==> config.mk <==
export PLATFORM = sky130hd
export DESIGN_NAME = barrel_shift_feeder
export DESIGN_NICKNAME = d
export VERILOG_FILES = /design/src/rtl/barrel_shift_feeder.sv
export SDC_FILE = /design/constraint.sdc
export NUM_CORES = 1
export LEC_CHECK = 0
export CORE_MARGIN = 5
export CORE_UTILIZATION = 51
export DETAILED_ROUTE_END_ITERATION = 8
export PLACE_DENSITY = 0.79
export SLEW_MARGIN = 10
export SYNTH_ARGS = -nofsm -noshare
export SYNTH_HDL_FRONTEND = slang
export SYNTH_SLANG_ARGS = --single-unit
==> constraint.sdc <==
create_clock -name clk_amisha -period 2.66 [get_ports clk_amisha]
set_input_delay 0.798 -clock clk_amisha [delete_from_list [all_inputs] [get_ports clk_amisha]]
set_output_delay 0.798 -clock clk_amisha [all_outputs]
set_load 0.01 [all_outputs]
==> src/rtl/barrel_shift_feeder.sv <==
// barrel_shift_feeder
//   Command front-end for the 8-bit rotate-right barrel shifter. Buffers
//   {operand, amount} commands in a small FIFO, drives the head entry to the
//   shifter from storage registers, and captures the shifter result into a
//   registered output stage with valid/ready handshakes on both sides.
//
// Ports
//   clk_amisha        single clock, rising edge
//   rst_n_amisha      asynchronous active-low reset
//   in_valid_amisha   upstream command valid
//   in_ready_amisha   FIFO has room (registered-state only)
//   in_a_amisha       operand to rotate
//   in_amt_amisha     rotate-right amount
//   sh_a_amisha       operand to the shifter (zero when FIFO empty)
//   sh_amt_amisha     amount to the shifter (zero when FIFO empty)
//   sh_y_amisha       shifter result
//   out_valid_amisha  result register holds a valid result
//   out_ready_amisha  downstream accepts the result
//   out_data_amisha   rotated result
//   out_amt_amisha    amount that produced out_data_amisha
//   count_amisha      FIFO occupancy, 0..DEPTH

module barrel_shift_feeder #(
    parameter int DEPTH = 4,
    parameter int CW    = 3
) (
    input  logic          clk_amisha,
    input  logic          rst_n_amisha,
    input  logic          in_valid_amisha,
    output logic          in_ready_amisha,
    input  logic [7:0]    in_a_amisha,
    input  logic [2:0]    in_amt_amisha,
    output logic [7:0]    sh_a_amisha,
    output logic [2:0]    sh_amt_amisha,
    input  logic [7:0]    sh_y_amisha,
    output logic          out_valid_amisha,
    input  logic          out_ready_amisha,
    output logic [7:0]    out_data_amisha,
    output logic [2:0]    out_amt_amisha,
    output logic [CW-1:0] count_amisha
);

    localparam int PW = $clog2(DEPTH);

    logic [7:0]    mem_a   [DEPTH];
    logic [2:0]    mem_amt [DEPTH];
    logic [PW-1:0] wr_ptr;
    logic [PW-1:0] rd_ptr;
    logic [CW-1:0] count_q;
    logic          out_valid_q;
    logic [7:0]    out_data_q;
    logic [2:0]    out_amt_q;
    logic          not_empty;
    logic          push;
    logic          pop;

    assign not_empty       = (count_q != '0);
    assign in_ready_amisha = (count_q != CW'(DEPTH));
    assign push            = in_valid_amisha & in_ready_amisha;
    // Pop whenever the output register is free or being emptied this cycle.
    assign pop             = not_empty & (~out_valid_q | out_ready_amisha);

    // Head is read straight from storage so nothing on in_* reaches sh_*.
    assign sh_a_amisha   = not_empty ? mem_a[rd_ptr]   : 8'h00;
    assign sh_amt_amisha = not_empty ? mem_amt[rd_ptr] : 3'o0;

    assign count_amisha     = count_q;
    assign out_valid_amisha = out_valid_q;
    assign out_data_amisha  = out_data_q;
    assign out_amt_amisha   = out_amt_q;

    // Storage needs no reset: it is only observed while count_q says valid.
    always_ff @(posedge clk_amisha) begin
        if (push) begin
            mem_a[wr_ptr]   <= in_a_amisha;
            mem_amt[wr_ptr] <= in_amt_amisha;
        end
    end

    always_ff @(posedge clk_amisha or negedge rst_n_amisha) begin
        if (!rst_n_amisha) begin
            wr_ptr  <= '0;
            rd_ptr  <= '0;
            count_q <= '0;
        end else begin
            if (push) begin
                wr_ptr <= wr_ptr + PW'(1);
            end
            if (pop) begin
                rd_ptr <= rd_ptr + PW'(1);
            end
            case ({push, pop})
                2'b10:   count_q <= count_q + CW'(1);
                2'b01:   count_q <= count_q - CW'(1);
                default: count_q <= count_q;
            endcase
        end
    end

    always_ff @(posedge clk_amisha or negedge rst_n_amisha) begin
        if (!rst_n_amisha) begin
            out_valid_q <= 1'b0;
            out_data_q  <= 8'h00;
            out_amt_q   <= 3'o0;
        end else if (pop) begin
            out_valid_q <= 1'b1;
            out_data_q  <= sh_y_amisha;
            out_amt_q   <= sh_amt_amisha;
        end else if (out_ready_amisha) begin
            out_valid_q <= 1'b0;
        end
    end

endmodule
## Word-level counts from Yosys, hierarchy flattened

Memory sizes are Yosys's and may differ from the RTL's.
Cells that the tools add are included.

- Memories: 2
- Logic and storage cells: 29
- Register bits: 19
- Output and inout port bits: 27
- Bits in writable memories: 44
- Input port bits: 23

- Multiplexer cells: 7
- Eq/ne operators: 3
- $add $sub $neg: 4
- Bitwise gates (word level): 4
- Reduce and logical (&&, ||, !) cells: 3

Memories:

| name | words | width | read ports | clocked after Yosys merged registers in | write ports | line | RTL |
|---|---|---|---|---|---|---|---|
| mem_a | 4 | 8 | 1 | 0 | 1 | 45 | `logic [7:0] mem_a [DEPTH];` |
| mem_amt | 4 | 3 | 1 | 0 | 1 | 46 | `logic [2:0] mem_amt [DEPTH];` |

Operators with widths:

| cell | count |
|---|---|
| 8-bit two-way mux | 1 |
| 3-bit case mux with 2 select lines | 1 |
| 2-bit by 1-bit adder with 2-bit output, second input constant | 2 |
| 1-bit two-way mux | 4 |
| 2-bit nonzero test | 2 |
| 3-bit by 1-bit adder with 3-bit output, second input constant | 1 |
| 3-bit two-way mux | 1 |
| 3-bit inequality test, second input constant | 1 |
| 3-bit nonzero test | 1 |
| 3-bit by 1-bit subtractor with 3-bit output, second input constant | 1 |
| 1-bit AND | 2 |
| 2-bit by 1-bit == test with 1-bit output, second input constant | 1 |
| 2-bit == test, second input constant | 1 |
| 1-bit NOT | 1 |
| 1-bit bitwise OR | 1 |

## Logic depth before layout (Yosys ltp)

- Word-level depth: 5
- Depth in mapped cells: 9
- Gate-level depth less buffers: 9

## Worst setup path after synthesis

OpenSTA, ideal clock, no wires.

- Path type: input to register
- From: in out_ready_amisha
- To: reg count_q[2] (netlist: count_amisha[2])
- Stages: 9
- Setup slack: 0.331 ns
- Buffers on the path: 1
- Arrival time: 2.250 ns
- Setup time: 0.079 ns
- Required time: 2.581 ns
- Cells stage by stage: nand2b_1 -> nor2b_2 -> buf_6 -> ha_1 -> inv_1 -> fa_1 -> xor2_1 -> nor2_1 -> xor2_1

- Word-level cells in the longest chain between the ends: 4
- Elaborated cells on any way between the ends: 6
- Those cells by class: eq/ne (2); mux (1); bitwise (2); reduce/logical (1)

RTL lines:

| element | line | RTL |
|---|---|---|
| start, declared | 37 | `input logic out_ready_amisha,` |
| 1-bit bitwise OR (*) | 61 | `assign pop = not_empty & (~out_valid_q \| out_ready_amisha);` |
| 1-bit AND (*) | 61 |  |
| net pop | 55 | `logic pop;` |
| 2-bit by 1-bit == test with 1-bit output or 2-bit == test (tied branches) | 92 | `case ({push, pop})` |
| 3-bit case mux with 2 select lines or 2-bit nonzero test (tied branches) | -- |  |
| end signal, assigned | 93 | `2'b10: count_q <= count_q + CW'(1);` |
| end signal, assigned | 94 | `2'b01: count_q <= count_q - CW'(1);` |
| end signal, assigned | 95 | `default: count_q <= count_q;` |
| end, declared | 49 | `logic [CW-1:0] count_q;` |

Mark *: on every way through the listed nets, which the timed path passes. The rest lies on a longest branch.
A chain may end at the register's enable or synchronous reset.

## Worst setup path after layout

- From: reg rd_ptr[0]
- To: out sh_a_amisha[6]

- Word-level cells in the longest chain between the ends: 2

RTL lines:

| element | line | RTL |
|---|---|---|
| start, declared | 48 | `logic [PW-1:0] rd_ptr;` |
| start signal, assigned | 90 | `rd_ptr <= rd_ptr + PW'(1);` |
| memory 4 x 8 bit | -- |  |
| 8-bit two-way mux | 64 | `assign sh_a_amisha = not_empty ? mem_a[rd_ptr] : 8'h00;` |
| end, declared | 33 | `output logic [7:0] sh_a_amisha,` |

No other way between the ends.

==> flow_summary.yaml <==
outcome:
  status: "finished clean"
placed_design:
  place.detailed.instances: 250
  globalplace.congestion: 0.6736
  port_buffers: 49
  dp.final_hpwl_um: 3352
global_route:
  number_of_global_route_vias_before_repair: 1495
  grt_remaining_overflow: 0
  grt_antenna_before_repair: 0
  groute.usage.overall_pct: 16.99
  largest_net_degree_at_the_start_of_global_routing: 20
  grt_pass1_wl_um: 7714
routing:
  wire_per_inst_um: 17.54
  routed-via-count: 1361
  drc_violations_left: 0
  dr_iter_0_viols: 96
  drt_pre_antenna_iters: 4
  ant_nets: 0
  finalWirelength_um: 4735
  avgViaCountPerCell: 5.041
final_layout:
  n_diodes: 0
  fin_nets: 227
  mostFrequentLayoutCell: "sky130_fd_sc_hd__edfxtp_1"
  sequential_cell_area_sq_um: 1798
  most-common-layout-cells: "sky130_fd_sc_hd__edfxtp_1 (44), sky130_fd_sc_hd__clkdlybuf4s50_1 (38), sky130_fd_sc_hd__dfrtp_1 (18)"
  layout.cells.non_filler: 270
  area_delta_synth_final_pct: 30.41
  layout.filler_cells: 314
  layout-drive-gt1-share_pct: 30.54
  multi_input_area_sq_um: 691.9
timing:
  setup_viol: 0
  slew_violations: 0
  finalSetupTns_ns: 0
  fin_crit_ns: 2.566
  hold_slack_ns: 0.5058
  period_share_pct: 96.48
  tightestPinTransition_ns: 0.8286
  grt_setup_unrepaired: "false"
  final-hold-violation-count: 0
  clock_skew_ns: 0.008916
  max_slew_margin_pct: 44.59
  fmaxAchievable_mhz: 389.7
power:
  power.share.clock_pct: 18.6
  p_comb_share_pct: 40.8
  power.leakage_nw: 1.268
  share_seq_of_total_power_pct: 40.5
  cell_internal_pwr_mw: 2.556
  powerDensity_nw_per_um2: 1119
  netSwitchingPower_mw: 1.150
  power.ir.vdd_worst_mv: 0.6747
  p_sw_share_pct: 31.03
yosys:
  top_cell_type_by_total_area_after_synthesis: "sky130_fd_sc_hd__edfxtp_1"
  synth-warning-count: 0
  yosys.area_share.xor_xnor_pct: 2.070
  netlist.area_leader.share_pct: 52.05
  post_synth_mux_area_share_pct: 15.62
  largest_family_of_logic_cells_by_synthesized_area: "multiplexers"
  synth_top_cells_by_area: "sky130_fd_sc_hd__edfxtp_1 (52%), sky130_fd_sc_hd__dfrtp_1 (19%), sky130_fd_sc_hd__mux4_2 (9.8%), sky130_fd_sc_hd__mux2_2 (4.9%), sky130_fd_sc_hd__nor2b_1 (2.7%)"
  synth.cell_area_sq_um: 2539
  synth-compound-area-share_pct: 0
  postSynthNetCount: 161
  simple_logic_cell_fraction_of_the_synthesized_area_pct: 6.309
  post_synth_fa_ha_maj_area_fraction_pct: 3.253
  yosysSeqAreaShare_pct: 70.77
  postSynthCellCount: 132
  synth.ff_latch_count: 63
  synthDistinctLibCells: 25
  avgSynthCellArea_sq_um: 19.23
min_path:
  min-delay-path-class: "reg -> reg"
critical_path:
  crit_path_end_kind: "output port"
  critical_path.slowest_cell: "sky130_fd_sc_hd__mux4_2"
  critical_path.max_fanout: 6
  worst_path_largest_cell_delay_ns: 0.49
  start_kind: "register"
  worst_ep_required_time_ns: 1.86
  cp_cell_sequence: "buf_6 > mux4_2 > nor2b_1 > dlygate4sd2_1"
  worst-setup-path-type: "reg -> out"
  worst-endpoint-arrival_ns: 1.77
clocking:
  cts_sinks: 63
  ctsRootBufferMaster: "sky130_fd_sc_hd__clkbuf_8"
  clock_transition_at_the_registers_of_the_reported_paths_ns: 0.06
  tritoncts: "yes"
  clk_latency_ns: 0.33
  cts_hold_repair.buffers: 0
  clk_path_buf_depth: 2
  cts.htree.levels: 3
  cts_made_buffers: 9
die:
  boundaryPins: 50
  num_rows: 25
  core_sq_um: 4786
  die_y_um: 80.56
  die-area_sq_um: 6489
  floorplan.initialDensity_pct: 53.05
  die_w_um: 80.56
flow_run:
  timing.max_cap.violations: 0
final timing paths:
path,to,cells past startpoint,start,slack [ns]
max,sh_a_amisha[6],4,rd_ptr[0],0.09
min,out_data_amisha[5],1,out_data_amisha[5],0.51
max reg2reg,count_amisha[2],9,count_amisha[0],0.40
min reg2reg,out_data_amisha[5],1,out_data_amisha[5],0.51
max in group asynchronous,rd_ptr[1],1,rst_n_amisha,1.15
min in group asynchronous,out_amt_amisha[2],1,rst_n_amisha,0.94
layer usage:
metal	vias up	wire length (um)	track usage [%]
li1	626	-	-
met1	706	1821	19.65
met2	22	2617	28.39
met3	7	219	5.605
met4	0	76	8.108
met5	-	0	0
synth_stat cells:
| cell | instances |
|---|---|
| sky130_fd_sc_hd__nor2b_1 | 11 |
| sky130_fd_sc_hd__nand2_1 | 1 |
| sky130_fd_sc_hd__nor3_2 | 1 |
| sky130_fd_sc_hd__nor2b_2 | 1 |
| sky130_fd_sc_hd__buf_2 | 1 |
| sky130_fd_sc_hd__buf_6 | 1 |
| sky130_fd_sc_hd__inv_1 | 6 |
| sky130_fd_sc_hd__buf_4 | 1 |
| sky130_fd_sc_hd__mux2i_1 | 1 |
| sky130_fd_sc_hd__xor2_1 | 4 |
| sky130_fd_sc_hd__mux2_4 | 1 |
| sky130_fd_sc_hd__fa_1 | 1 |
| sky130_fd_sc_hd__edfxtp_1 | 44 |
| sky130_fd_sc_hd__mux2_2 | 11 |
| sky130_fd_sc_hd__and3b_1 | 1 |
| sky130_fd_sc_hd__mux4_2 | 11 |
| sky130_fd_sc_hd__and3_2 | 4 |
| sky130_fd_sc_hd__dfrtp_1 | 19 |
| sky130_fd_sc_hd__nor2_1 | 1 |
| sky130_fd_sc_hd__xnor2_1 | 2 |
| sky130_fd_sc_hd__ha_1 | 5 |
| sky130_fd_sc_hd__nand2b_1 | 1 |
| sky130_fd_sc_hd__and2_4 | 1 |
| sky130_fd_sc_hd__or3b_4 | 1 |
| sky130_fd_sc_hd__clkbuf_1 | 1 |
power by group through the flow:
stage / Combinational, mW / Clock, mW / Sequential (mW)
after floorplan: 0.828 / 0 / 1.51
after CTS: 1.58 / 0.711 / 1.51
after detailed placement: 1.58 / 0 / 1.52
after global placement: 1.52 / 0 / 1.50
after global routing: 1.65 / 0.759 / 1.54
final: 1.51 / 0.691 / 1.50
cells by family (layout without fill, tap and decap cells):
family                     Yosys count  after routing
muxes                               24             24
adders and majority gates            6              6
xor gates and xnor gates             6              6
DFF                                 63             63
buffers and inverters               10             81
and+or+nand+nor                     23             23
sequential cells by signal, summed over array words and instances (netlist names):
signal,cells
wr_ptr,2
rd_ptr,2
count_amisha,3
mem_amt,12
out_amt_amisha,3
mem_a,32
out_valid_amisha,1
out_data_amisha,8
metrics by stage:
step | utilization [%] | power (mW) | worst slack [ns] | area [sq um]
after floorplan | - | 2.343 | 0.3305 | 2539
final | 69.18 | 3.706 | 0.09361 | 3311
after global routing | 69.18 | 3.950 | 0.003260 | 3311
after CTS | 69.67 | 3.795 | 0.001726 | 3334
after global placement | 65.41 | 3.018 | 0.05913 | 3131
after detailed placement | 65.41 | 3.102 | -0.02448 | 3131
area by class of cell:
type / instances / area share (%)
clock buffer: 11 / 4.271
timing repair buffer: 59 / 16.55
tap: 67 / 2.532
sequential: 63 / 54.31
inverter: 6 / 0.6803
multi-input combinational: 59 / 20.90
clock inverter: 5 / 0.7559
critical path: cells and delay by family (launching register included):
| family | cells | cell delay (ns) |
|---|---|---|
| buffers and inverters | 2 | 0.43 |
| DFF | 1 | 0.38 |
| muxes | 1 | 0.49 |
| and+or+nand+nor | 1 | 0.14 |
timing repair:
action,4_1_cts,5_1_grt
endpoints found under the setup margin,11,8
setup buffers,4,0
gates resized for setup,22,8
(Power assumes the default switching activity.)
